[config.mk]
export PLATFORM = sky130hd
export DESIGN_NAME = fix_tx_session_arbiter
export DESIGN_NICKNAME = d
export VERILOG_FILES = /design/src/rtl/fix_tx_session_arbiter.sv
export SDC_FILE = /design/constraint.sdc
export NUM_CORES = 1
export LEC_CHECK = 0
export BUFFER_PORTS_ARGS = -buffer_cell sky130_fd_sc_hd__buf_4
export CAP_MARGIN = 20
export CORE_AREA = 3 3 158 160
export DETAILED_ROUTE_END_ITERATION = 10
export DIE_AREA = 0 0 161 163
export PLACE_DENSITY = 0.71
export REMOVE_ABC_BUFFERS = 1
export SLEW_MARGIN = 20
export SYNTH_ARGS = -nofsm -noshare
export SYNTH_HDL_FRONTEND = slang
export SYNTH_SLANG_ARGS = --single-unit
export TNS_END_PERCENT = 50
[constraint.sdc]
create_clock -name clk156 -period 3.4 [get_ports clk156]
set_input_delay 0.51 -clock clk156 [delete_from_list [all_inputs] [get_ports clk156]]
set_output_delay 0.51 -clock clk156 [all_outputs]
set_load 0.02 [all_outputs]
[src/rtl/fix_tx_session_arbiter.sv]
// Frame-atomic two-class round-robin arbiter that merges N_SESS FIX encoder
// sessions onto one 64-bit stream toward the Ethernet TX wrapper.
module fix_tx_session_arbiter #(
  parameter int N_SESS = 4,
  parameter int SID_W  = 2
) (
  input  logic                  clk156,
  input  logic                  rstn,
  input  logic [64*N_SESS-1:0]  s_data,
  input  logic [N_SESS-1:0]     s_valid,
  input  logic [N_SESS-1:0]     s_last,
  output logic [N_SESS-1:0]     s_ready,
  input  logic [N_SESS-1:0]     sess_enable,
  input  logic [N_SESS-1:0]     sess_prio,
  output logic [63:0]           m_data,
  output logic                  m_valid,
  output logic                  m_last,
  input  logic                  m_ready,
  output logic [SID_W-1:0]      grant_id,
  output logic                  busy,
  output logic [31:0]           frame_count,
  output logic [31:0]           hp_win_count
);

  typedef enum logic [0:0] {
    ST_IDLE = 1'b0,
    ST_XFER = 1'b1
  } state_t;

  state_t            state_r, state_nxt_s;
  logic [SID_W-1:0]  grant_r, grant_nxt_s;
  logic [SID_W-1:0]  rr_hi_r, rr_hi_nxt_s;
  logic [SID_W-1:0]  rr_lo_r, rr_lo_nxt_s;
  logic              busy_r, busy_nxt_s;
  logic              m_valid_r, m_valid_nxt_s;
  logic              m_last_r, m_last_nxt_s;
  logic [63:0]       m_data_r, m_data_nxt_s;
  logic [31:0]       frame_cnt_r, frame_cnt_nxt_s;
  logic [31:0]       hp_win_r, hp_win_nxt_s;

  logic [N_SESS-1:0] req_s, hp_req_s, lp_req_s, s_ready_s;
  logic [SID_W-1:0]  hp_pick_s, lp_pick_s;
  logic              out_free_s, accept_s, sel_valid_s, sel_last_s;
  logic [63:0]       sel_data_s;

  // First requester at or after ptr, scanning upward with wrap at N_SESS.
  function automatic logic [SID_W-1:0] rr_pick(input logic [N_SESS-1:0] vec,
                                               input logic [SID_W-1:0]  ptr);
    logic found;
    int   j;
    rr_pick = ptr;
    found   = 1'b0;
    for (int k = 0; k < N_SESS; k++) begin
      j = int'(ptr) + k;
      if (j >= N_SESS) begin
        j = j - N_SESS;
      end else begin
        j = j;
      end
      if (!found && vec[j]) begin
        rr_pick = SID_W'(j);
        found   = 1'b1;
      end else begin
        found   = found;
      end
    end
  endfunction

  function automatic logic [SID_W-1:0] next_ptr(input logic [SID_W-1:0] winner);
    if (int'(winner) == N_SESS - 1) begin
      next_ptr = {SID_W{1'b0}};
    end else begin
      next_ptr = winner + SID_W'(1'b1);
    end
  endfunction

  assign req_s      = s_valid & sess_enable;
  assign hp_req_s   = req_s & sess_prio;
  assign lp_req_s   = req_s & ~sess_prio;
  assign hp_pick_s  = rr_pick(hp_req_s, rr_hi_r);
  assign lp_pick_s  = rr_pick(lp_req_s, rr_lo_r);
  assign out_free_s = !m_valid_r || m_ready;

  // Granted-session mux; enable is ignored here so a granted frame always completes.
  always_comb begin
    sel_valid_s = s_valid[grant_r];
    sel_last_s  = s_last[grant_r];
    sel_data_s  = s_data[int'(grant_r)*64 +: 64];
  end

  // Only the granted session sees ready, and only while the output register can take a beat.
  always_comb begin
    s_ready_s = {N_SESS{1'b0}};
    if (state_r == ST_XFER) begin
      s_ready_s[grant_r] = out_free_s;
    end else begin
      s_ready_s = {N_SESS{1'b0}};
    end
  end

  assign accept_s = (state_r == ST_XFER) && sel_valid_s && out_free_s;

  // Next-state, arbitration and output-register logic.
  always_comb begin
    state_nxt_s     = state_r;
    grant_nxt_s     = grant_r;
    rr_hi_nxt_s     = rr_hi_r;
    rr_lo_nxt_s     = rr_lo_r;
    busy_nxt_s      = busy_r;
    m_valid_nxt_s   = m_valid_r;
    m_last_nxt_s    = m_last_r;
    m_data_nxt_s    = m_data_r;
    frame_cnt_nxt_s = frame_cnt_r;
    hp_win_nxt_s    = hp_win_r;

    if (accept_s) begin
      m_valid_nxt_s = 1'b1;
      m_data_nxt_s  = sel_data_s;
      m_last_nxt_s  = sel_last_s;
    end else if (m_ready) begin
      m_valid_nxt_s = 1'b0;
    end else begin
      m_valid_nxt_s = m_valid_r;
    end

    if (m_valid_r && m_ready && m_last_r) begin
      frame_cnt_nxt_s = frame_cnt_r + 32'd1;
    end else begin
      frame_cnt_nxt_s = frame_cnt_r;
    end

    case (state_r)
      ST_IDLE: begin
        // The previous frame's last beat may still be in the output register here.
        if (hp_req_s != {N_SESS{1'b0}}) begin
          grant_nxt_s = hp_pick_s;
          rr_hi_nxt_s = next_ptr(hp_pick_s);
          busy_nxt_s  = 1'b1;
          state_nxt_s = ST_XFER;
          if (lp_req_s != {N_SESS{1'b0}}) begin
            hp_win_nxt_s = hp_win_r + 32'd1;
          end else begin
            hp_win_nxt_s = hp_win_r;
          end
        end else if (lp_req_s != {N_SESS{1'b0}}) begin
          grant_nxt_s = lp_pick_s;
          rr_lo_nxt_s = next_ptr(lp_pick_s);
          busy_nxt_s  = 1'b1;
          state_nxt_s = ST_XFER;
        end else begin
          state_nxt_s = ST_IDLE;
        end
      end
      ST_XFER: begin
        if (accept_s && sel_last_s) begin
          state_nxt_s = ST_IDLE;
          busy_nxt_s  = 1'b0;
        end else begin
          state_nxt_s = ST_XFER;
        end
      end
      default: begin
        state_nxt_s = ST_IDLE;
        busy_nxt_s  = 1'b0;
      end
    endcase
  end

  // State and output registers; reset mid-frame simply drops the frame.
  always_ff @(posedge clk156 or negedge rstn) begin
    if (!rstn) begin
      state_r     <= ST_IDLE;
      grant_r     <= {SID_W{1'b0}};
      rr_hi_r     <= {SID_W{1'b0}};
      rr_lo_r     <= {SID_W{1'b0}};
      busy_r      <= 1'b0;
      m_valid_r   <= 1'b0;
      m_last_r    <= 1'b0;
      m_data_r    <= 64'd0;
      frame_cnt_r <= 32'd0;
      hp_win_r    <= 32'd0;
    end else begin
      state_r     <= state_nxt_s;
      grant_r     <= grant_nxt_s;
      rr_hi_r     <= rr_hi_nxt_s;
      rr_lo_r     <= rr_lo_nxt_s;
      busy_r      <= busy_nxt_s;
      m_valid_r   <= m_valid_nxt_s;
      m_last_r    <= m_last_nxt_s;
      m_data_r    <= m_data_nxt_s;
      frame_cnt_r <= frame_cnt_nxt_s;
      hp_win_r    <= hp_win_nxt_s;
    end
  end

  assign s_ready      = s_ready_s;
  assign m_data       = m_data_r;
  assign m_valid      = m_valid_r;
  assign m_last       = m_last_r;
  assign grant_id     = grant_r;
  assign busy         = busy_r;
  assign frame_count  = frame_cnt_r;
  assign hp_win_count = hp_win_r;

endmodule
=== Yosys cells after proc, flatten, opt, wreduce, memory -nomap -nowiden ===
Index checks and enable logic that the tools add are counted.

* Register bits: 138
* Input bits: 275
* Output and inout bits: 137
* Logic and storage cells: 154

* $add $sub $neg: 18
* $lt $le $gt $ge: 18
* Equal/unequal tests: 4
* Shift-type cells: 1
* Multiplexer cells: 67
* Bitwise gates (word level): 7
* Reductions and logical operators: 29

{| class="wikitable"
|+ Operators with widths
! cell !! count
|-
| 32-bit by 4-bit < comparator with 1-bit output (second input constant) || 8
|-
| 32-bit two-way mux || 8
|-
| 256-bit by 9-bit variable part select with 64-bit output || 1
|-
| 32-bit by 1-bit adder with 32-bit output (second input constant) || 2
|-
| 1-bit two-way mux || 33
|-
| 2-bit two-way mux || 12
|-
| 3-bit by 3-bit subtractor with 4-bit output (second input constant) || 6
|-
| 1-bit binary-select mux with 2-bit select || 10
|-
| 3-bit greater-or-equal comparator (second input constant) || 6
|-
| 4-bit bitwise AND || 4
|-
| 2-bit by 2-bit adder with 3-bit output (second input constant) || 4
|-
| 1-bit logical AND || 12
|-
| 4-bit nonzero test || 2
|-
| 2-bit by 3-bit subtractor with 4-bit output (second input constant) || 2
|-
| 1-bit zero test || 7
|-
| 2-bit by 1-bit adder with 3-bit output (second input constant) || 2
|-
| 2-bit by 3-bit greater-or-equal comparator with 1-bit output (second input constant) || 2
|-
| 2-bit AND reduction || 3
|-
| 3-bit AND reduction || 2
|-
| 2-bit by 1-bit adder with 2-bit output (second input constant) || 2
|-
| 2-bit by 1-bit == test with 1-bit output (second input constant) || 2
|-
| 4-bit two-way mux || 1
|-
| 4-bit NOT || 1
|-
| 1-bit case mux with 2 select lines || 2
|-
| other kinds (8) || 10
|}

=== Depth between registers and ports, before layout ===
Gate-level depths: netlist of run 1.

* Word-level depth: 17
* Gate-level depth with buffers: 8
* Depth with buffers taken out: 6

=== Least setup slack after synthesis of run 1 ===
No wires, ideal clock.

* Path type: flip-flop to flip-flop
* Start point: register grant_r[0], in the netlist grant_id[0]
* End point: register m_data_r[10], in the netlist m_data[10]
* Setup time: 0.125 ns
* Arrival: 1.984 ns
* Required time: 3.275 ns
* Setup slack: 1.291 ns
* Cell stages (with the launch flop): 5
* Path buffers: 2
* Period minus slack after synthesis: 2.109 ns
* Path through: dfrtp_1 > buf_2 > buf_1 > mux4_2 > mux2_2

* Cells in the longest elaborated chain, start to end: 4
* Elaborated cells between the ends (all ways): 5
* Classes of those cells: shift (1); mux (2); reduce/logical (2)

{| class="wikitable"
|+ RTL lines
! item !! RTL line !! source
|-
| start, declared || 31 || <nowiki>logic [SID_W-1:0] grant_r, grant_nxt_s;</nowiki>
|-
| start signal, assigned || 173 || <nowiki>grant_r <= {SID_W{1'b0}};</nowiki>
|-
| start signal, assigned || 184 || <nowiki>grant_r <= grant_nxt_s;</nowiki>
|-
| parallel branches: the longest is 4 deep, another holds 256-bit by 9-bit variable part select with 64-bit output || -- ||
|-
| end signal, assigned || 190 || <nowiki>m_data_r <= m_data_nxt_s;</nowiki>
|-
| end, declared || 37 || <nowiki>logic [63:0] m_data_r, m_data_nxt_s;</nowiki>
|}

Several ways; the timed one is not identified. The select of a mux whose other input is x is not followed.
A chain may end at the register's enable or synchronous reset.

=== Final worst setup path of run 1 ===
* Start point: register grant_r[1], in the netlist grant_id[1]
* End point: output port s_ready[3]

* Cells in the longest elaborated chain, start to end: 6
* Elaborated cells between the ends (all ways): 7
* Classes of those cells: order compare (2); mux (3); bitwise (1); reduce/logical (1)

{| class="wikitable"
|+ RTL lines
! item !! RTL line !! source
|-
| 2-bit by 3-bit < comparator with 1-bit output (not written as such) / 2-bit by 1-bit greater-or-equal comparator with 1-bit output (equally long branches) || 95 || <nowiki>s_ready_s[grant_r] = out_free_s;</nowiki>
|-
| 1-bit logical AND (not written as such) || 95 ||
|-
| 1-bit two-way mux (not written as such) || 95 ||
|-
| 1-bit demux with 2-bit select (*) || 95 ||
|-
| 4-bit bitwise AND (no source line) (*) || -- ||
|-
| 4-bit two-way mux (*) || 94 || <nowiki>if (state_r == ST_XFER) begin</nowiki>
|-
| end, declared || 12 || <nowiki>output logic [N_SESS-1:0] s_ready,</nowiki>
|}

Mark *: on every way between the ends. The rest lies on a longest branch, timed or not.

==> run summary, run 1 <==
Clock-pin slew was measured on the worst setup and hold paths at roughly 0.070 ns. The sequential share of the synthesized area is 45.2%. A synthesized cell averages between 10 and 15 um2. The tightest hold path in the finished design has a slack of about 0.11 ns. The final-report max-slew violation count came out at 0. The detailed router finished its first iteration with roughly 310 violations. The number of clock buffers inserted by TritonCTS came out at 17. During placement, the flow inserted port buffers numbering 411.

The number of antenna violations at the first check in global routing is 3. The synthesis-to-layout area growth is 52.4%. The share of post-route cells with drive strength above 1 came out at 60.5%. The maximum number of pins on one net before global-route repair is 75. The detail-routed net length per standard cell is about 20 um.

The count of endpoints failing hold in the final timing report was 0. The run finished with clean final reports. The half-perimeter wire length after placement came out at 21.0 mm. The ratio of routed vias to standard cells is approximately 5.0.

The data required time at the worst endpoint is slightly below 3 ns. On the critical path, the stage with the largest delay is an instance of sky130_fd_sc_hd__buf_4. The clock sink total is ~140.

The global-route wire length before repair is approximately 38 mm. The first-pass iteration count of the detailed router came out at 4. The library cells used most frequently in the layout, excluding fill and tap cells, are sky130_fd_sc_hd__buf_4, sky130_fd_sc_hd__dfrtp_1, sky130_fd_sc_hd__mux4_2, sky130_fd_sc_hd__mux2_2, sky130_fd_sc_hd__xnor2_1. The post-route antenna net violation count came out at 0. The most used flip-flop cell after synthesis is sky130_fd_sc_hd__dfrtp_1. The relative slew slack is a little under a third. The final weighted congestion in routability-driven placement is ~0.88.

The synthesis warning total is 0. The number of failing setup endpoints in the final timing report came out at 0. For this block, the routed nets add up to between 20 and 30 mm of wire. In the final timing run, aggregate negative setup slack is 0 ns. The number of placed instances, taps included, is around 1.3k. The post-route core utilization is approximately half.

The kind of cell with the highest combined delay along the critical path is buffers and inverters. The post-layout net count is 1249. The max-cap check violation count came out at 0. The worst-case IR drop observed on VDD is 0.409 mV. The share of the clock period used by the worst path after layout came out at 73.2%. The count of flip-flops with a built-in enable after synthesis came out at 0. The switching fraction of total power came out at around 37%.

Cell internal power was estimated by the tool at 5400 uW. The achievable clock frequency came out at 402 MHz. The tree is rooted in a sky130_fd_sc_hd__clkbuf_16. The global router's overall resource usage is a little under a fifth. The combinational cell fraction of total power is between 40% and 50%.

In this run the standard cell core region covers 23500 um2. The die width is about 160 um. The final cell count without fillers came out at between 1k and 1.5k.

Setup repair after global routing left no endpoint under its margin. The switching power is about 3200 uW. The finished layout cell area came out at 11600 um2. Synthesis produced around 570 cells. The post-cts sizing count is 0. By startpoint and endpoint, the worst setup path is classified as reg2out. The total standard cell area after synthesis came out at ~7600 um2. The global route total overflow is 0. At the worst endpoint, the arrival time is approximately 2 ns. The chip height is 163 um. The library cell used most frequently in the layout, excluding fill and tap cells, is sky130_fd_sc_hd__buf_4. The starting utilization of the core area is about a third. The H-tree was split into 4 levels. The largest driver fanout on the critical path is 71. The endpoint class of the critical path is an output pin. Power spread over the standard cell area amounts to 737 nW/um2. The number of design rule violations left after detail routing came out at 0.

The clock tree buffer depth is 2. Of the total power, registers draw a little under 30%. The count of pins on the block boundary came out at between 400 and 500.

The worst path needs 2.49 ns of the cycle, external delays included. The clock tree from TritonCTS is done. The clock insertion delay at the later pin of the skew report is 0.42 ns. In this design, the critical path's most frequently occurring cell is sky130_fd_sc_hd__buf_4.

The clock group share of total power came out at between 20% and 30%. Hold repair after CTS inserted 0 buffers. The static power due to leakage is 0.00548 uW. The number of setup buffers added after CTS came out at 0.

The class of the tightest hold or removal check is in2async. Synthesis inferred ~140 register bits. The routed layout has 6580 vias. The kind of start point of the critical path is a flip-flop. On the worst path, the slowest cell contributes a delay of about 0.7 ns. The number of global-route vias before repair is 6562. The number of placement rows is 56. The placed instances occupy a cell area of between 10000 and 15000 um2. The unique cell type count in the Yosys netlist came out at roughly 50. Clock skew on the completed layout was measured at 0.0148 ns.

The transition time of the tightest slew-check pin came out at ~1.0 ns. The number of buffers and inverters on the critical path is 2. The async set-reset flop share out of synthesis is 100%.

The signal on the critical path passes through buf_4 -> and3_1 -> buf_4. The die area came out at 26200 um2.
## cell families (layout without fill, tap and decap cells)
kind of cell / count (synthesis) / in the layout / synth area share, %
other: 0 / 1 / 0
AOI/OAI and AO/OA: 35 / 35 / 3.34
buffers and inverters: 43 / 460 / 2.62
and+or+nand+nor: 150 / 150 / 11.5
adders and majority gates: 6 / 6 / 0.851
xor gates and xnor gates: 64 / 64 / 7.33
muxes: 132 / 132 / 29.2
DFF: 138 / 138 / 45.2
## metrics by stage
step           power [uW]  worst slack, ns
2_1_floorplan        5260            -2.06
3_3_place_gp         6790             1.06
3_5_place_dp         6870            0.993
4_1_cts              8700            0.832
5_1_grt              9040            0.753
6_report             8590            0.910
## routing by layer
layer	routed length, um	vias up	track usage, %	part of all wire, %
met5	20	-	0	0.075
met4	422	2	5.16	1.6
met3	2640	24	7.02	9.9
met2	13500	277	32.5	51
met1	10000	3294	22.6	38
li1	-	2983	-	-
## sequential cells by signal (all words and copies together), names as in the netlist, named ones only
signal and count:
grant_id 2, m_valid 1, m_last 1, hp_win_count 32, busy 1, rr_hi_r 1, frame_count 32, state_r 1
m_data 64, rr_lo_r 1
## synthesized netlist by cell type (2+ instances only)
cell / instances / area (um2)
sky130_fd_sc_hd__nand2b_1: 2 / 12.5
sky130_fd_sc_hd__xnor2_1: 42 / 368
sky130_fd_sc_hd__nand3_1: 22 / 110
sky130_fd_sc_hd__nand4_1: 15 / 93.8
sky130_fd_sc_hd__and3b_1: 4 / 35.0
sky130_fd_sc_hd__nand3b_1: 3 / 22.5
sky130_fd_sc_hd__a21oi_1: 7 / 35.0
sky130_fd_sc_hd__a22oi_1: 3 / 22.5
sky130_fd_sc_hd__buf_2: 13 / 65.1
sky130_fd_sc_hd__buf_1: 5 / 18.8
sky130_fd_sc_hd__nor4_1: 3 / 18.8
sky130_fd_sc_hd__xor2_1: 22 / 193
sky130_fd_sc_hd__o21ai_0: 4 / 20.0
sky130_fd_sc_hd__nor2_1: 21 / 78.8
sky130_fd_sc_hd__and4_1: 3 / 26.3
sky130_fd_sc_hd__buf_6: 3 / 33.8
sky130_fd_sc_hd__nand2_1: 29 / 109
sky130_fd_sc_hd__and4b_1: 2 / 20.0
sky130_fd_sc_hd__maj3_1: 4 / 40.0
sky130_fd_sc_hd__and3_1: 15 / 93.8
sky130_fd_sc_hd__a222oi_1: 2 / 20.0
sky130_fd_sc_hd__o311ai_0: 2 / 17.5
sky130_fd_sc_hd__nand3_2: 6 / 60.1
sky130_fd_sc_hd__o31ai_1: 2 / 15.0
sky130_fd_sc_hd__mux4_2: 66 / 1490
sky130_fd_sc_hd__and2_1: 3 / 18.8
sky130_fd_sc_hd__inv_1: 12 / 45.0
sky130_fd_sc_hd__nand4_2: 5 / 62.6
sky130_fd_sc_hd__nor3_1: 12 / 60.1
sky130_fd_sc_hd__o22ai_1: 5 / 31.3
sky130_fd_sc_hd__mux2_2: 66 / 743
sky130_fd_sc_hd__clkbuf_1: 10 / 37.5
sky130_fd_sc_hd__dfrtp_1: 138 / 3450
sky130_fd_sc_hd__ha_1: 2 / 25.0
## final timing paths
path                                 start              end  slack [ns]  cells past startpoint
min in group clk156                m_ready   frame_count[2]        0.43                      3
max                            grant_id[1]       s_ready[3]        0.91                      3
max in group asynchronous             rstn        m_data[7]        2.61                      2
min reg2reg                frame_count[31]  frame_count[31]        0.48                      1
min                                   rstn  hp_win_count[6]        0.11                      1
max reg2reg                         m_last  frame_count[31]        1.07                      5
## power by group through the flow
stage          clock network [uW]  registers, uW  logic [uW]
2_1_floorplan                   0           3320        1940
3_3_place_gp                    0           2540        4250
3_5_place_dp                    0           2560        4300
4_1_cts                      1860           2540        4300
5_1_grt                      1940           2610        4490
6_report                     1810           2540        4240
## layout make-up
cell class / count / area, um2
multi-input combinational: 387 / 4000
clock buffer: 18 / 429
fill: 2128 / 11900
inverter: 12 / 45.0
tap: 319 / 399
sequential: 138 / 3460
antenna: 1 / 2.50
clock inverter: 14 / 136
timing repair buffer: 416 / 3180
(Power assumes the default switching activity.)
==> run 2: changes to the inputs <==
--- a/config.mk
+++ b/config.mk
@@ -10,7 +10,7 @@
 export CORE_AREA = 3 3 158 160
 export DETAILED_ROUTE_END_ITERATION = 10
 export DIE_AREA = 0 0 161 163
-export PLACE_DENSITY = 0.71
+export PLACE_DENSITY = 0.73
 export REMOVE_ABC_BUFFERS = 1
 export SLEW_MARGIN = 20
 export SYNTH_ARGS = -nofsm -noshare
==> constraint.sdc (replaced) <==
create_clock -name clk156 -period 2.16 [get_ports clk156]
set_input_delay 0.324 -clock clk156 [delete_from_list [all_inputs] [get_ports clk156]]
set_output_delay 0.324 -clock clk156 [all_outputs]
set_load 0.02 [all_outputs]
==> run summary, run 2 (synthesized netlist as in run 1, its figures left out) <==
The run finished with clean final reports. The post-route core utilization is 50.4% (+0.91 points). The count of routing violations after the opening detailed-route iteration came out at 310 (-0.64%). The number of setup buffers added after CTS is 0 (unchanged). The count of endpoints failing hold in the final timing report came out at 0 (unchanged). The static power due to leakage came out at 0.00560 uW (+2.2%). The starting utilization of the core area was 32.5% (unchanged). The transition time of the tightest slew-check pin came out at 0.676 ns (-0.355 ns). The worst setup path is launched from a flip-flop.

The number of placement rows is 56 (unchanged). The die area came to 26200 um2 (unchanged). STA classifies the critical path endpoint as an output pin. The clock tree buffer depth is 2 (unchanged).

The clock insertion delay at the later pin of the skew report is 0.42 ns (about the same). The number of clock buffers inserted by TritonCTS is 17 (unchanged). The number of failing setup endpoints in the final timing report was 0 (unchanged).

The maximum number of pins on one net before global-route repair came out at 59 (-21%). The final weighted congestion in routability-driven placement is 0.853 (-2.5%). The number of antenna violations at the first check in global routing came to 2 (-1). The path class of the tightest hold or removal check is in2reg. The relative slew slack came out at 54.4% (+23 points). The max-cap check violation count is 0 (unchanged). The minimum clock period came out at about 2.0 ns. The tree is rooted in a sky130_fd_sc_hd__clkbuf_16. The data arrival time of the worst path came out at 1.67 ns (-0.31 ns). The power density over the cells was 1160 nW/um2 (+58%). The number of global-route vias before repair is 6994 (+6.6%).

The final routed wirelength across all metal layers is 26.7 mm (+0.18%). The clock sink total is 138 (unchanged). The clock tree from TritonCTS is done. The number of levels the H-tree was split into came to 4 (unchanged). Setup repair after global routing left no endpoint under its margin. The final-report max-slew violation count is 0 (unchanged).

The global-route wire length before repair came out at 40.2 mm (+4.9%). The post-layout net count came out at 1272 (+1.8%). The chip height came out at 163 um (unchanged). The setup path with the least slack is of type reg2out. The data required time at the worst endpoint is 1.84 ns (-1.05 ns). The achievable clock frequency came out at between 500 and 600 MHz. The overall power of the completed layout is 13800 uW (+61%). The share of post-route cells with drive strength above 1 is 61.5% (+1.0 points). The worst-case hold slack came to 0.247 ns (+0.132 ns). The share of the clock period used by the worst path after layout is 92.5%.

The half-perimeter wire length after placement is 21.5 mm (+2.3%). The placement-stage worst setup slack came out at 0.0652 ns (-0.928 ns). The flip-flop count of the largest register, all copies and words added was 64 (unchanged). The total via count after detailed routing is 6636 (+0.85%). The most common library cell in the layout ignoring fill and taps is sky130_fd_sc_hd__buf_4. The global route total overflow is 0 (unchanged).

The area of the core region came out at 23500 um2 (unchanged). The detail-routed net length per standard cell came to 20.1 um (-1.6%). The count of pins on the block boundary came out at 412 (unchanged). The global router's overall resource usage came out at 19.7% (+0.72 points). The ratio of routed vias to standard cells came out at 5.00 (-0.90%). The worst voltage drop across the vdd grid is 0.570 mV (+39%). The synthesis-to-layout area growth came out at 55.2%. The die width is 161 um (unchanged).

The first-pass iteration count of the detailed router came out at 5 (+1). The clock-pin transition on the worst setup and hold timing paths came out at 0.06 ns (about the same). The largest driver fanout on the critical path came to 24 (-66%). The largest clock skew in the final design is 0.0157 ns (+0.000908 ns). The number of port buffers is 411 (unchanged). The final worst setup slack is 0.162 ns (-0.748 ns). The number of design rule violations left after detail routing came out at 0 (unchanged). The post-route antenna net violation count came out at 0 (unchanged). In the layout the commonest cells are sky130_fd_sc_hd__buf_4, sky130_fd_sc_hd__dfrtp_1, sky130_fd_sc_hd__mux4_2, sky130_fd_sc_hd__mux2_2, sky130_fd_sc_hd__xnor2_1.
==> run 2: cell types whose count changed in the layout (fill, tap and decap cells not counted), sizes merged <==
cell,delta
buf,+22
clkinv,-2
clkinvlp,+1
dlygate4sd3,+1
inv,+1
==> run 2: power by group <==
part / switching (uW) / total (uW) / internal (uW) / leakage (uW)
clock network: 1260 / 2890 / 1640 / 0.000276
registers: 599 / 4010 / 3410 / 0.00173
logic: 3300 / 6900 / 3610 / 0.00360
==> run 2: metrics by stage <==
stage	setup TNS (ns)	cell area, um2	cells
6_report	0	11900	1328
5_1_grt	0	11900	1328
4_1_cts	0	11900	1327
3_5_place_dp	0	11300	1294
3_3_place_gp	0	11300	1294
2_1_floorplan	-227.30	7490	537
==> run 2: cell type report <==
| type | count | area, um2 |
|---|---|---|
| clock inverters | 14 | 150 |
| diodes | 1 | 2.50 |
| multi-input cells | 387 | 4000 |
| fillers | 2113 | 11700 |
| flip-flops and latches | 138 | 3460 |
| inverters | 12 | 45.0 |
| repair buffers | 439 | 3380 |
| well taps | 319 | 399 |
| clock buffers | 18 | 429 |
==> run 2: critical path, stage by stage (launching register included) <==
cell and delay (ns):
sky130_fd_sc_hd__dfrtp_4 0.51, sky130_fd_sc_hd__buf_12 0.19, sky130_fd_sc_hd__buf_4 0.21, sky130_fd_sc_hd__nor3b_2 0.19, sky130_fd_sc_hd__buf_4 0.16
==> run 2: repair_timing <==
action / CTS / global route
resized for setup: 0 / 2
hold buffers: 1 / 0
hold endpoints to repair: 39 / 0
setup endpoints to repair: 0 / 1
==> run 2: layer usage <==
| metal | part of all wire [%] | track usage (%) |
|---|---|---|
| met1 | 39 | 24.8 |
| met5 | 0.026 | 0 |
| met2 | 51 | 33.4 |
| met3 | 7.7 | 5.82 |
| met4 | 1.7 | 5.04 |
==> run 2: final timing paths <==
kind	cells past startpoint	endpoint	slack [ns]	from
hold / removal	3	m_valid	0.25	m_ready
min in group asynchronous	2	hp_win_count[6]	0.40	rstn
hold reg to reg	1	frame_count[31]	0.46	frame_count[31]
max in group asynchronous	3	m_data[22]	1.14	rstn
setup reg to reg	4	m_data[60]	0.22	grant_id[0]
setup / recovery	4	s_ready[0]	0.16	grant_id[0]
